`src/rtl/axi4_cmd_pkg.sv`:
```
// Shared types and helpers for the AXI4 command-stream initiator.
// FSM states, fixed AXI attribute values and response/boundary arithmetic.
package axi4_cmd_pkg;

    typedef enum logic [2:0] {
        IDLE, AW, W, B, AR, R, DONE, ERR
    } state_e;

    localparam logic [1:0] BURST_INCR  = 2'b01;
    localparam logic [1:0] RESP_OKAY   = 2'b00;
    localparam logic [1:0] RESP_SLVERR = 2'b10;
    localparam logic [3:0] AXCACHE     = 4'b0011;

    // Responses are ordered OKAY < EXOKAY < SLVERR < DECERR, so the
    // numeric encoding already gives the severity ordering.
    function automatic logic [1:0] resp_max(input logic [1:0] a, input logic [1:0] b);
        return (a > b) ? a : b;
    endfunction

    // True when a burst starting at page offset off runs past the 4KB page.
    function automatic logic crosses_4k(input logic [11:0] off, input logic [7:0] len,
                                        input logic [31:0] bytes);
        logic [31:0] end_b;
        end_b = {20'd0, off} + ({24'd0, len} + 32'd1) * bytes;
        return end_b > 32'd4096;
    endfunction

endpackage

```
`src/rtl/axi4_cmd_master.sv`:
```
// AXI4 initiator: one stream command becomes one INCR burst, single outstanding.
// Write beats pass through from wr_*, read beats pass through to rd_*, done_* reports.
module axi4_cmd_master
    import axi4_cmd_pkg::*;
#(
    parameter int ADDR_W = 32,
    parameter int DATA_W = 32,
    parameter int ID_W   = 4
) (
    input  logic                clk,
    input  logic                rst_n,
    // command stream
    input  logic                cmd_valid_i,
    output logic                cmd_ready_o,
    input  logic                cmd_write_i,
    input  logic [ID_W-1:0]     cmd_id_i,
    input  logic [ADDR_W-1:0]   cmd_addr_i,
    input  logic [7:0]          cmd_len_i,
    // write data stream
    input  logic                wr_valid_i,
    output logic                wr_ready_o,
    input  logic [DATA_W-1:0]   wr_data_i,
    input  logic [DATA_W/8-1:0] wr_strb_i,
    // read data stream
    output logic                rd_valid_o,
    input  logic                rd_ready_i,
    output logic [DATA_W-1:0]   rd_data_o,
    output logic                rd_last_o,
    output logic [1:0]          rd_resp_o,
    // completion
    output logic                done_valid_o,
    output logic [ID_W-1:0]     done_id_o,
    output logic [1:0]          done_resp_o,
    // AXI4 AW
    output logic [ID_W-1:0]     awid_o,
    output logic [ADDR_W-1:0]   awaddr_o,
    output logic [7:0]          awlen_o,
    output logic [2:0]          awsize_o,
    output logic [1:0]          awburst_o,
    output logic                awlock_o,
    output logic [3:0]          awcache_o,
    output logic [2:0]          awprot_o,
    output logic [3:0]          awqos_o,
    output logic [3:0]          awregion_o,
    output logic                awvalid_o,
    input  logic                awready_i,
    // AXI4 W
    output logic [DATA_W-1:0]   wdata_o,
    output logic [DATA_W/8-1:0] wstrb_o,
    output logic                wlast_o,
    output logic                wvalid_o,
    input  logic                wready_i,
    // AXI4 B
    input  logic [ID_W-1:0]     bid_i,
    input  logic [1:0]          bresp_i,
    input  logic                bvalid_i,
    output logic                bready_o,
    // AXI4 AR
    output logic [ID_W-1:0]     arid_o,
    output logic [ADDR_W-1:0]   araddr_o,
    output logic [7:0]          arlen_o,
    output logic [2:0]          arsize_o,
    output logic [1:0]          arburst_o,
    output logic                arlock_o,
    output logic [3:0]          arcache_o,
    output logic [2:0]          arprot_o,
    output logic [3:0]          arqos_o,
    output logic [3:0]          arregion_o,
    output logic                arvalid_o,
    input  logic                arready_i,
    // AXI4 R
    input  logic [ID_W-1:0]     rid_i,
    input  logic [DATA_W-1:0]   rdata_i,
    input  logic [1:0]          rresp_i,
    input  logic                rlast_i,
    input  logic                rvalid_i,
    output logic                rready_o
);

    localparam int          STRB_W = DATA_W / 8;
    localparam logic [2:0]  AXSIZE = 3'($clog2(STRB_W));
    localparam logic [31:0] BYTES  = 32'(STRB_W);

    state_e            state_q;
    logic [ID_W-1:0]   id_q;
    logic [ADDR_W-1:0] addr_q;
    logic [7:0]        len_q;
    logic [8:0]        cnt_q;
    logic [1:0]        err_q;
    logic              awvalid_q;
    logic              arvalid_q;
    logic              done_valid_q;
    logic [1:0]        done_resp_q;

    logic              cmd_fire;
    logic              w_fire;
    logic              b_fire;
    logic              r_fire;
    logic              beat_last;
    logic              in_w;
    logic              in_r;
    logic [1:0]        r_err_d;
    logic [1:0]        b_resp_d;

    assign in_w      = (state_q == W);
    assign in_r      = (state_q == R);
    assign beat_last = (cnt_q == {1'b0, len_q});

    assign cmd_ready_o = (state_q == IDLE);
    assign cmd_fire    = cmd_valid_i & cmd_ready_o;

    // Address channels come straight from the latched command.
    assign awid_o     = id_q;
    assign awaddr_o   = addr_q;
    assign awlen_o    = len_q;
    assign awsize_o   = AXSIZE;
    assign awburst_o  = BURST_INCR;
    assign awlock_o   = 1'b0;
    assign awcache_o  = AXCACHE;
    assign awprot_o   = 3'b000;
    assign awqos_o    = 4'd0;
    assign awregion_o = 4'd0;
    assign awvalid_o  = awvalid_q;

    assign arid_o     = id_q;
    assign araddr_o   = addr_q;
    assign arlen_o    = len_q;
    assign arsize_o   = AXSIZE;
    assign arburst_o  = BURST_INCR;
    assign arlock_o   = 1'b0;
    assign arcache_o  = AXCACHE;
    assign arprot_o   = 3'b000;
    assign arqos_o    = 4'd0;
    assign arregion_o = 4'd0;
    assign arvalid_o  = arvalid_q;

    // W passes through while in W; the valid never depends on wready.
    assign wvalid_o   = in_w & wr_valid_i;
    assign wr_ready_o = in_w & wready_i;
    assign wdata_o    = in_w ? wr_data_i : '0;
    assign wstrb_o    = in_w ? wr_strb_i : '0;
    assign wlast_o    = in_w & beat_last;
    assign w_fire     = wvalid_o & wready_i;

    assign bready_o = (state_q == B);
    assign b_fire   = bvalid_i & bready_o;

    assign rready_o   = in_r & rd_ready_i;
    assign rd_valid_o = in_r & rvalid_i;
    assign rd_data_o  = in_r ? rdata_i : '0;
    assign rd_last_o  = in_r & rlast_i;
    assign rd_resp_o  = in_r ? rresp_i : 2'b00;
    assign r_fire     = rvalid_i & rready_o;

    assign done_valid_o = done_valid_q;
    assign done_id_o    = id_q;
    assign done_resp_o  = done_resp_q;

    // Wrong ID, beats past len+1, or an early/late rlast all count as SLVERR.
    always_comb begin
        r_err_d = resp_max(err_q, rresp_i);
        if ((rid_i != id_q) || (cnt_q > {1'b0, len_q}) || (rlast_i && !beat_last))
            r_err_d = resp_max(r_err_d, RESP_SLVERR);
    end

    assign b_resp_d = (bid_i != id_q) ? RESP_SLVERR : resp_max(bresp_i, err_q);

    always_ff @(posedge clk or negedge rst_n) begin
        if (!rst_n) begin
            state_q      <= IDLE;
            id_q         <= '0;
            addr_q       <= '0;
            len_q        <= '0;
            cnt_q        <= '0;
            err_q        <= RESP_OKAY;
            awvalid_q    <= 1'b0;
            arvalid_q    <= 1'b0;
            done_valid_q <= 1'b0;
            done_resp_q  <= RESP_OKAY;
        end else begin
            case (state_q)
                IDLE: if (cmd_fire) begin
                    id_q   <= cmd_id_i;
                    addr_q <= cmd_addr_i;
                    len_q  <= cmd_len_i;
                    cnt_q  <= '0;
                    err_q  <= RESP_OKAY;
                    if (crosses_4k(cmd_addr_i[11:0], cmd_len_i, BYTES)) begin
                        state_q      <= ERR;
                        done_valid_q <= 1'b1;
                        done_resp_q  <= RESP_SLVERR;
                    end else if (cmd_write_i) begin
                        state_q   <= AW;
                        awvalid_q <= 1'b1;
                    end else begin
                        state_q   <= AR;
                        arvalid_q <= 1'b1;
                    end
                end
                AW: if (awready_i) begin
                    awvalid_q <= 1'b0;
                    state_q   <= W;
                end
                W: if (w_fire) begin
                    cnt_q <= cnt_q + 9'd1;
                    if (beat_last) state_q <= B;
                end
                B: if (b_fire) begin
                    done_valid_q <= 1'b1;
                    done_resp_q  <= b_resp_d;
                    state_q      <= DONE;
                end
                AR: if (arready_i) begin
                    arvalid_q <= 1'b0;
                    state_q   <= R;
                end
                R: if (r_fire) begin
                    // Saturate so a runaway slave cannot wrap back to a "correct" count.
                    if (cnt_q != 9'h1FF) cnt_q <= cnt_q + 9'd1;
                    err_q <= r_err_d;
                    if (rlast_i) begin
                        done_valid_q <= 1'b1;
                        done_resp_q  <= r_err_d;
                        state_q      <= DONE;
                    end
                end
                DONE, ERR: begin
                    done_valid_q <= 1'b0;
                    state_q      <= IDLE;
                end
            endcase
        end
    end

endmodule

```
`config.mk`:
```
export PLATFORM = sky130hd
export DESIGN_NAME = axi4_cmd_master
export DESIGN_NICKNAME = d
export VERILOG_FILES = /design/src/rtl/axi4_cmd_pkg.sv /design/src/rtl/axi4_cmd_master.sv
export SDC_FILE = /design/constraint.sdc
export NUM_CORES = 1
export LEC_CHECK = 0
export BUFFER_PORTS_ARGS = -buffer_cell sky130_fd_sc_hd__buf_4
export CAP_MARGIN = 10
export CORE_AREA = 2 2 137 139
export DETAILED_ROUTE_END_ITERATION = 8
export DIE_AREA = 0 0 139 141
export GPL_TIMING_DRIVEN = 0
export HOLD_SLACK_MARGIN = 0.02
export MAX_ROUTING_LAYER = met4
export PLACE_DENSITY = 0.7
export SLEW_MARGIN = 40
export SYNTH_ARGS = -nofsm -noshare
export SYNTH_HDL_FRONTEND = slang
export SYNTH_SLANG_ARGS = --single-unit
```
`constraint.sdc`:
```
create_clock -name clk -period 3.1 [get_ports clk]
set_input_delay 0.31 -clock clk [delete_from_list [all_inputs] [get_ports clk]]
set_output_delay 0.31 -clock clk [all_outputs]
set_load 0.03 [all_outputs]
```
==> results.yml, run 1 <==
grt:
  grt_max_degree: 37
  antenna_found_initial: 0
  grt_pass1_wl_um: 25300
  grt_pass1_vias: 4951
  grt-ovfl-total: 0
  grt_usage: 0.166
clocking:
  h-tree-depth: 3
  ctsResizeCount: 0
  clock_path_buffers: 2
  cts.clk_slew.worst_paths_ps: 50
  clock_latency_ps: 330
  cts_tree: "done"
  root_buffer: "clkbuf_16"
  cts.sinks: 63
  cts_buffers: 9
die:
  top_level_ports: 353
  dieArea_um2: 19600
  start_util: 0.273
  core_um2: 18300
  die_h_um: 141
  fp.dieW_um: 139
  rows: 50
setup_path:
  crit_top_cell: "ha_1"
  cp.required_ps: 3320
  critPathSlowestCell: "o311ai_4"
  cp-end-kind: "flip-flop"
  crit_chain: "buf_4 > ha_1 > nand3_1 > nor2_1 > xor2_1 > ha_1 > a21oi_1 > a31oi_1 > mux2_2 > nand4_1 > o21ba_4 > o311ai_4 > mux2_4"
  critPathMaxFanout: 5
  critPathLaunchType: "input pin"
  slowest_delay_ps: 390
  arrival_ps: 3150
  path_class: "input pin to flip-flop"
timing:
  timing.final.crit_share: 0.947
  timing_hold_violations_final: 0
  setup_viol_count_final: 0
  maxSlewHeadroom: 0.580
  hold_slack_ps: 179
  fin_skew_ps: 8.22
  rsz0062_at_grt: "no"
  min_period_ps: 2930
  tightestPinTransition_ps: 630
  finalMaxSlewViolations: 0
  fmax_mhz: 341
finish:
  fin_cells: 1156
  antenna_cells: 0
  fillers: 1841
  register_area_um2: 1580
  finalNetCount: 1082
  finish.utilization: 0.445
  area_growth_pct: 63.1
  multi_input_area_um2: 2690
  drive_gt1_frac: 0.509
routing:
  wire_per_inst_um: 14.2
  dr_total_vias: 5217
  drtIter0Drc: 138
  post_drt_via_cell_ratio: 4.51
  antenna_left: 0
  routed_wl_um: 16500
  post-route-drc-count: 0
  first_pass_iters: 4
logic_synthesis:
  synth_top_area_cell: "dfrtp_1"
  ys_seq_area_frac: 0.316
  ys_warn_count: 0
  synth_edf_count: 0
  ys.flop_type: "dfrtp_1"
  synth_most_common_cell: "buf_4"
  synthArstFlopShare: 1.00
  avgSynthCellArea_um2: 8.99
  syn_area_um2: 4990
  synth_cells: 555
  synthTopCellsByArea: "dfrtp_1 32%, buf_4 14%, and3_1 10%"
  ys_ff_latch: 63
  ys_types: 57
  synth_top_area_share: 0.316
  synthTopCellsByCount: "90 x buf_4, 80 x and3_1, 63 x dfrtp_1"
pwr:
  max-vdd-ir-drop_mv: 0.602
  p_comb_frac: 0.667
  p_switching_mw: 3.91
  power-per-cell-area_nw_per_um2: 1010
  p_leak_nw: 4.45
  pwr-share-clk: 0.144
  intPower_mw: 4.30
  sw_frac_of_total: 0.476
  seqPwrFrac: 0.189
placement:
  port_buffers: 310
  dpl.hpwl_um: 13600
  place.gp.congestion: 0.830
  placed_cells: 1140
hold_path:
  hold_path.class: "input pin to flip-flop"
run:
  cap_viol_max_count: 0
outcome:
  outcome: "complete, no violations"
[state kept, by name (all words and copies together), names as in the netlist]
name          count
araddr_o         32
arid_o            4
arlen_o           8
arvalid_o         1
awvalid_o         1
cnt_q             9
done_resp_o       2
done_valid_o      1
err_q             2
state_q           3
[path summary, 6_finish.rpt]
| path | startpoint | to | slack (ps) | cells after the start |
|---|---|---|---|---|
| setup / recovery | cmd_len_i[0] | done_resp_o[1]$_DFFE_PN0P_ | 170 | 13 |
| setup reg to reg | cnt_q[0]$_DFFE_PN0P_ | cnt_q[5]$_DFFE_PN0P_ | 750 | 10 |
| min in group asynchronous | rst_n | araddr_o[31]$_DFFE_PN0P_ | 490 | 2 |
| max in group asynchronous | rst_n | arlen_o[7]$_DFFE_PN0P_ | 2080 | 3 |
| hold reg to reg | arvalid_o$_DFFE_PN0P_ | arvalid_o$_DFFE_PN0P_ | 510 | 1 |
| hold / removal | awready_i | awvalid_o$_DFFE_PN0P_ | 180 | 2 |
[layout make-up]
cell class	instances	area share
Tap cell	234	0.0360
Clock inverter	3	0.0111
Inverter	23	0.0106
Sequential cell	63	0.194
Buffer	117	0.0961
Timing Repair Buffer	312	0.290
Clock buffer	12	0.0315
Multi-Input combinational cell	392	0.331
[metrics by stage]
stage	total power, mW	area (µm²)	TNS, ps	setup WS, ps
6_report	8.21	8140	0	166
5_1_grt	8.71	8140	0	6.51
4_1_cts	8.30	8140	0	208
3_5_place_dp	7.06	7780	-141	-132
3_3_place_gp	6.99	7760	-99.0	-99.0
2_1_floorplan	5.10	5140	0	402
[routing by layer]
| metal | GRT usage | vias up | share of wire |
|---|---|---|---|
| met1 | 0.207 | 2437 | 0.43 |
| li1 | - | 2547 | - |
| met2 | 0.268 | 219 | 0.48 |
| met4 | 0.0415 | 0 | 0.011 |
| met3 | 0.0438 | 14 | 0.079 |
| met5 | - | - | 0 |
[placed cells by master, fill, tap and decap left out, types with 4 or more instances in the layout]
master	instances
buf_2	4
nor2_1	22
nand3_1	9
nor3_1	6
ha_1	27
clkbuf_16	9
xnor2_1	13
a21oi_1	13
nand2_1	28
o21ai_0	39
clkbuf_1	22
nand2b_1	6
a21o_1	5
and3_1	80
and2_1	5
mux2_2	39
a31oi_1	7
buf_4	400
inv_1	23
dfrtp_1	63
conb_1	42
[power by group through the flow]
stage	clock network, mW	logic [mW]	registers [mW]
finish	1.18	5.48	1.55
global route	1.26	5.83	1.62
CTS	1.23	5.51	1.56
detailed placement	0	5.50	1.57
global placement	0	5.44	1.55
floorplan	0	3.00	2.10
[repair_timing]
item,in CTS,in global routing
setup buffers,0,0
endpoints found under the hold margin,35,0
hold buffers,1,0
[critical path, delay by kind of cell]
kind                       cells  cell delay, ps
adders and majority gates      2             500
AOI/OAI and AO/OA              4             970
and+or+nand+nor                3             420
xor gates and xnor gates       1             190
muxes                          2             630
buffers and inverters          1             110
[kinds of logic (layout without fill, tap and decap cells)]
kind of cell / after synthesis / after routing / synth area share
AOI/OAI and AO/OA: 88 / 88 / 0.119
xor gates and xnor gates: 16 / 16 / 0.0281
adders and majority gates: 28 / 28 / 0.0717
buffers and inverters: 140 / 467 / 0.174
DFF: 63 / 63 / 0.316
muxes: 41 / 41 / 0.0931
other: 2 / 42 / 0.00151
and+or+nand+nor: 177 / 177 / 0.197
Note: power is estimated with default switching activity, not from simulation.
==> inputs of run 2 (changes only) <==
--- a/config.mk
+++ b/config.mk
@@ -7,13 +7,13 @@
 export LEC_CHECK = 0
 export BUFFER_PORTS_ARGS = -buffer_cell sky130_fd_sc_hd__buf_4
 export CAP_MARGIN = 10
-export CORE_AREA = 2 2 137 139
+export CORE_AREA = 2 2 136 138
 export DETAILED_ROUTE_END_ITERATION = 8
-export DIE_AREA = 0 0 139 141
+export DIE_AREA = 0 0 138 140
 export GPL_TIMING_DRIVEN = 0
 export HOLD_SLACK_MARGIN = 0.02
 export MAX_ROUTING_LAYER = met4
-export PLACE_DENSITY = 0.7
+export PLACE_DENSITY = 0.73
 export SLEW_MARGIN = 40
 export SYNTH_ARGS = -nofsm -noshare
 export SYNTH_HDL_FRONTEND = slang
==> constraint.sdc (replaced) <==
create_clock -name clk -period 2.62 [get_ports clk]
set_input_delay 0.262 -clock clk [delete_from_list [all_inputs] [get_ports clk]]
set_output_delay 0.262 -clock clk [all_outputs]
set_load 0.03 [all_outputs]
==> results.yml, run 2 (same netlist as run 1, synthesis figures left out) <==
grt:
  grt_max_degree: 64
  antenna_found_initial: 0
  grt_pass1_wl_um: 26600
  grt-ovfl-total: 0
  grt_usage: 0.174
  grt_pass1_vias: 5018
routing:
  first_pass_iters: 4
  drtIter0Drc: 221
  wire_per_inst_um: 14.5
  post-route-drc-count: 0
  dr_total_vias: 5150
  antenna_left: 0
  post_drt_via_cell_ratio: 4.45
  routed_wl_um: 16800
clocking:
  cts_buffers: 9
  clock_latency_ps: 330
  clock_path_buffers: 2
  cts.clk_slew.worst_paths_ps: 50
  cts_tree: "done"
  cts.sinks: 63
  h-tree-depth: 3
  root_buffer: "clkbuf_16"
timing:
  setup_viol_count_final: 0
  min_period_ps: 2530
  timing.final.crit_share: 0.964
  worst_slack_ps: 93.5
  tightestPinTransition_ps: 618
  finalMaxSlewViolations: 0
  maxSlewHeadroom: 0.588
  fin_skew_ps: 10.7
  timing_hold_violations_final: 0
  fmax_mhz: 396
hold_path:
  hold_depth: 2
  worstHoldStart: "awready_i"
  min_to: "awvalid_o$_DFFE_PN0P_"
  hold_path.class: "input pin to flip-flop"
die:
  top_level_ports: 353
  die_h_um: 140
  start_util: 0.281
  fp.dieW_um: 138
  rows: 49
  core_um2: 17800
  dieArea_um2: 19300
setup_path:
  critPathMaxFanout: 5
  r2r_cells: 10
  cp.required_ps: 2830
  reg2reg_to: "cnt_q[5]$_DFFE_PN0P_"
  arrival_ps: 2740
  path_class: "input pin to flip-flop"
  reg2reg_from: "cnt_q[0]$_DFFE_PN0P_"
  r2r_slack_ps: 240
  critPathLaunchType: "input pin"
  cp-end-kind: "flip-flop"
pwr:
  seqPwrFrac: 0.193
  power_mw: 9.47
  p_switching_mw: 4.63
  max-vdd-ir-drop_mv: 0.775
  p_comb_frac: 0.692
  intPower_mw: 4.85
  p_leak_nw: 4.47
  pwr-share-clk: 0.115
  power-per-cell-area_nw_per_um2: 1160
  sw_frac_of_total: 0.489
placement:
  place.gp.congestion: 0.840
  place_ws_ps: -468
  dpl.hpwl_um: 13700
  port_buffers: 310
finish:
  layout_common_cells: "406 x buf_4, 80 x and3_1, 63 x dfrtp_1"
  largest_reg_flops: 32
  drive_gt1_frac: 0.520
  final_common_cell: "buf_4"
  antenna_cells: 0
  fillers: 1748
  area_growth_pct: 63.7
  finalNetCount: 1088
outcome:
  outcome: "complete, no violations"
run:
  cap_viol_max_count: 0
-- run 2: metrics by stage --
step	std cells	setup TNS [ps]	area, µm²	hold slack, ps	utilization
global route	1158	-41.4	8170	126	0.459
CTS	1153	0	8060	66.7	0.453
detailed placement	1134	-2740	7760	426	0.436
floorplan	595	0	5140	-33.6	-
global placement	1134	-2610	7760	420	0.436
finish	1158	0	8170	128	0.459
-- run 2: worst max-delay path by stage --
stage                      start                          to  depth (start not counted)
floorplan           cmd_len_i[0]  done_resp_o[1]$_DFFE_PN0P_                         12
global route        cmd_len_i[0]  done_resp_o[0]$_DFFE_PN0P_                         13
finish              cmd_len_i[0]  done_resp_o[1]$_DFFE_PN0P_                         12
global placement    cmd_len_i[0]  done_resp_o[1]$_DFFE_PN0P_                         13
CTS                 cmd_len_i[0]  done_resp_o[1]$_DFFE_PN0P_                         13
detailed placement  cmd_len_i[0]  done_resp_o[1]$_DFFE_PN0P_                         13
-- run 2: critical path: stages --
cell	delay, ps
buf_4	130
and4_4	230
nand2_1	80
xnor2_2	210
ha_4	250
and3_2	220
a221oi_4	350
xnor2_2	110
nand4_1	80
o21ba_4	160
o311ai_4	330
mux2_4	330
-- run 2: area by class of cell --
cell class	count	area [µm²]	area share
sequential	63	1580	0.193
inverter	23	86.3	0.0106
timing repair buffer	318	2390	0.293
tap	229	287	0.0351
clock buffer	16	272	0.0333
multi-input combinational	392	2770	0.339
buffer	117	785	0.0961
-- run 2: what timing repair did --
action / in CTS / in global routing
hold buffers: 0 / 1
buffers inserted: 3 / 4
endpoints found under the hold margin: 0 / 63
setup endpoints to repair: 3 / 21
gates resized for setup: 2 / 13
pin swaps: 5 / 9
-- run 2: power groups by stage --
stage / sequential, mW / clock (mW) / combinational [mW]
after floorplan: 2.49 / 0 / 3.55
after global placement: 1.82 / 0 / 6.46
after detailed placement: 1.84 / 0 / 6.53
after CTS: 1.84 / 1.14 / 6.56
after global routing: 1.90 / 1.18 / 6.98
final: 1.83 / 1.09 / 6.55
-- run 2: per-layer routing --
| layer | wire length (µm) | GRT usage | up-vias |
|---|---|---|---|
| li1 | - | - | 2555 |
| met1 | 7310 | 0.228 | 2376 |
| met2 | 8100 | 0.275 | 208 |
| met3 | 1240 | 0.0321 | 11 |
| met4 | 178 | 0.0499 | 0 |
| met5 | 0 | - | - |
==> inputs of run 3 (changes only) <==
--- a/config.mk
+++ b/config.mk
@@ -5,14 +5,14 @@
 export SDC_FILE = /design/constraint.sdc
 export NUM_CORES = 1
 export LEC_CHECK = 0
+export ABC_AREA = 1
 export BUFFER_PORTS_ARGS = -buffer_cell sky130_fd_sc_hd__buf_4
 export CAP_MARGIN = 10
-export CORE_AREA = 2 2 136 138
+export CORE_AREA = 2 2 138 140
 export DETAILED_ROUTE_END_ITERATION = 8
-export DIE_AREA = 0 0 138 140
+export DIE_AREA = 0 0 140 142
 export GPL_TIMING_DRIVEN = 0
 export HOLD_SLACK_MARGIN = 0.02
-export MAX_ROUTING_LAYER = met4
 export PLACE_DENSITY = 0.73
 export SLEW_MARGIN = 40
 export SYNTH_ARGS = -nofsm -noshare
==> results.yml, run 3 <==
finish:
  largest_reg_flops: 32
  layout_common_cells: "400 x buf_4, 219 x nand2_1, 141 x inv_1"
  final_common_cell: "buf_4"
  drive_gt1_frac: 0.394
  area_growth_pct: 59.2
  fin_cells: 1405
  finalNetCount: 1330
  antenna_cells: 0
  finish.utilization: 0.455
placement:
  place.gp.congestion: 0.879
  dpl.hpwl_um: 14800
  port_buffers: 310
  placed_cells: 1388
hold_path:
  hold_path.class: "input pin to flip-flop"
die:
  dieArea_um2: 19900
  rows: 50
  core_um2: 18500
  die_h_um: 142
  start_util: 0.286
  top_level_ports: 353
  fp.dieW_um: 140
pwr:
  p_leak_nw: 5.11
  power-per-cell-area_nw_per_um2: 1090
  max-vdd-ir-drop_mv: 0.354
clocking:
  h-tree-depth: 3
  clock_latency_ps: 330
  cts.clk_slew.worst_paths_ps: 60
  clock_path_buffers: 2
  cts_tree: "done"
  root_buffer: "clkbuf_16"
  cts_buffers: 9
  cts.sinks: 63
  cts_setup_buffers: 0
logic_synthesis:
  synth_edf_count: 0
  synthTopCellsByArea: "dfrtp_1 30%, nand2_1 16%, buf_4 13%"
  avgSynthCellArea_um2: 6.57
  synth_most_common_cell: "nand2_1"
  ys_seq_area_frac: 0.299
  ys.flop_type: "dfrtp_1"
  ys_types: 38
  ys_warn_count: 0
  synth_top_area_cell: "dfrtp_1"
  synth_top_area_share: 0.299
  syn_area_um2: 5280
  synthTopCellsByCount: "221 x nand2_1, 141 x inv_1, 110 x nor2_1"
  synth_cells: 804
  synthArstFlopShare: 1.00
  ys_ff_latch: 63
timing:
  fin_skew_ps: 7.43
  finalMaxSlewViolations: 0
  timing_hold_violations_final: 0
  min_period_ps: 2510
  rsz0062_at_grt: "no"
  tightestPinTransition_ps: 620
  timing.final.crit_share: 0.959
  maxSlewHeadroom: 0.587
  fmax_mhz: 398
  setup_viol_count_final: 0
routing:
  post-route-drc-count: 25
  first_pass_iters: 8
  post_drt_via_cell_ratio: 4.18
  antenna_left: 0
  drtIter0Drc: 206
  wire_per_inst_um: 12.6
  routed_wl_um: 17700
  dr_total_vias: 5871
grt:
  grt_pass1_vias: 5257
  grt_usage: 0.166
  use_met2: 0.296
  use_met1: 0.202
  grt-ovfl-total: 0
  grt_max_degree: 64
  grt_pass1_wl_um: 26300
  antenna_found_initial: 0
  busiest_layer: "met2"
  use_met3: 0.0380
outcome:
  outcome: "complete, but fails checks"
  violations: "design-rule violations"
setup_path:
  cp.required_ps: 2360
  critPathMaxFanout: 10
  path_class: "flip-flop to primary output"
  arrival_ps: 2250
  cp-end-kind: "primary output"
  critPathLaunchType: "flip-flop"
run:
  cap_viol_max_count: 0
run 3: routing by layer:
layer,part of all wire,vias to the layer above
met5,0,-
met4,0.014,0
met2,0.50,223
li1,-,3004
met1,0.41,2630
met3,0.075,14
run 3: critical path: stages, from the launching register on:
cell and delay [ps]:
dfrtp_1 480, inv_2 130, nor2_4 220, inv_2 90
buf_2 190, buf_1 270, nor2_1 310, buf_4 220
run 3: final timing paths:
| kind | startpoint | end | slack, ps | cells past startpoint |
|---|---|---|---|---|
| min in group asynchronous | rst_n | arlen_o[4]$_DFFE_PN0P_ | 470 | 2 |
| setup reg to reg | cnt_q[1]$_DFFE_PN0P_ | cnt_q[5]$_DFFE_PN0P_ | 410 | 14 |
| hold reg to reg | arvalid_o$_DFFE_PN0P_ | arvalid_o$_DFFE_PN0P_ | 480 | 2 |
| hold / removal | cmd_addr_i[31] | araddr_o[31]$_DFFE_PN0P_ | 140 | 3 |
| setup / recovery | state_q[2]$_DFFE_PN0P_ | rd_data_o[18] | 110 | 7 |
| max in group asynchronous | rst_n | cnt_q[6]$_DFFE_PN0P_ | 1680 | 2 |
run 3: final cells by class:
class                      instances  area, µm²
clock buffer                      13        250
buffer                           108        757
clock inverter                     3       42.5
timing repair buffer             311       2340
tap                              234        293
inverter                         148        556
fill                            1847      10000
sequential                        63       1580
multi-input combinational        525       2590
run 3: per-stage QoR:
stage	worst slack [ps]	setup TNS (ps)	cell area [µm²]	hold WS (ps)	power, mW
after floorplan	265	0	5430	-33.6	5.80
after CTS	98.4	0	8360	126	9.23
after global routing	7.34	0	8410	135	9.75
after global placement	-189	-1120	8050	428	7.91
after detailed placement	-239	-1390	8060	300	8.01
final	107	0	8410	136	9.17
run 3: kinds of logic (layout without fill, tap and decap cells):
logic type / after synthesis / in the layout / share of synthesized area
adders and majority gates: 28 / 28 / 0.0678
AOI/OAI and AO/OA: 55 / 55 / 0.0590
other: 2 / 42 / 0.00142
and+or+nand+nor: 388 / 388 / 0.305
DFF: 63 / 63 / 0.299
xor gates and xnor gates: 12 / 12 / 0.0199
buffers and inverters: 256 / 583 / 0.249
run 3: power breakdown:
group          internal, mW  leakage (nW)  switching [mW]
clock                 0.761         0.140           0.419
combinational          2.37          4.17            3.81
sequential             1.39         0.799           0.434
total                  4.51          5.11            4.66
run 3: timing repair:
| item | 4_1_cts | 5_1_grt |
|---|---|---|
| hold buffers | 1 | 0 |
| gates resized for setup | 0 | 13 |
| setup endpoints to repair | 0 | 9 |
| hold endpoints to repair | 63 | 0 |
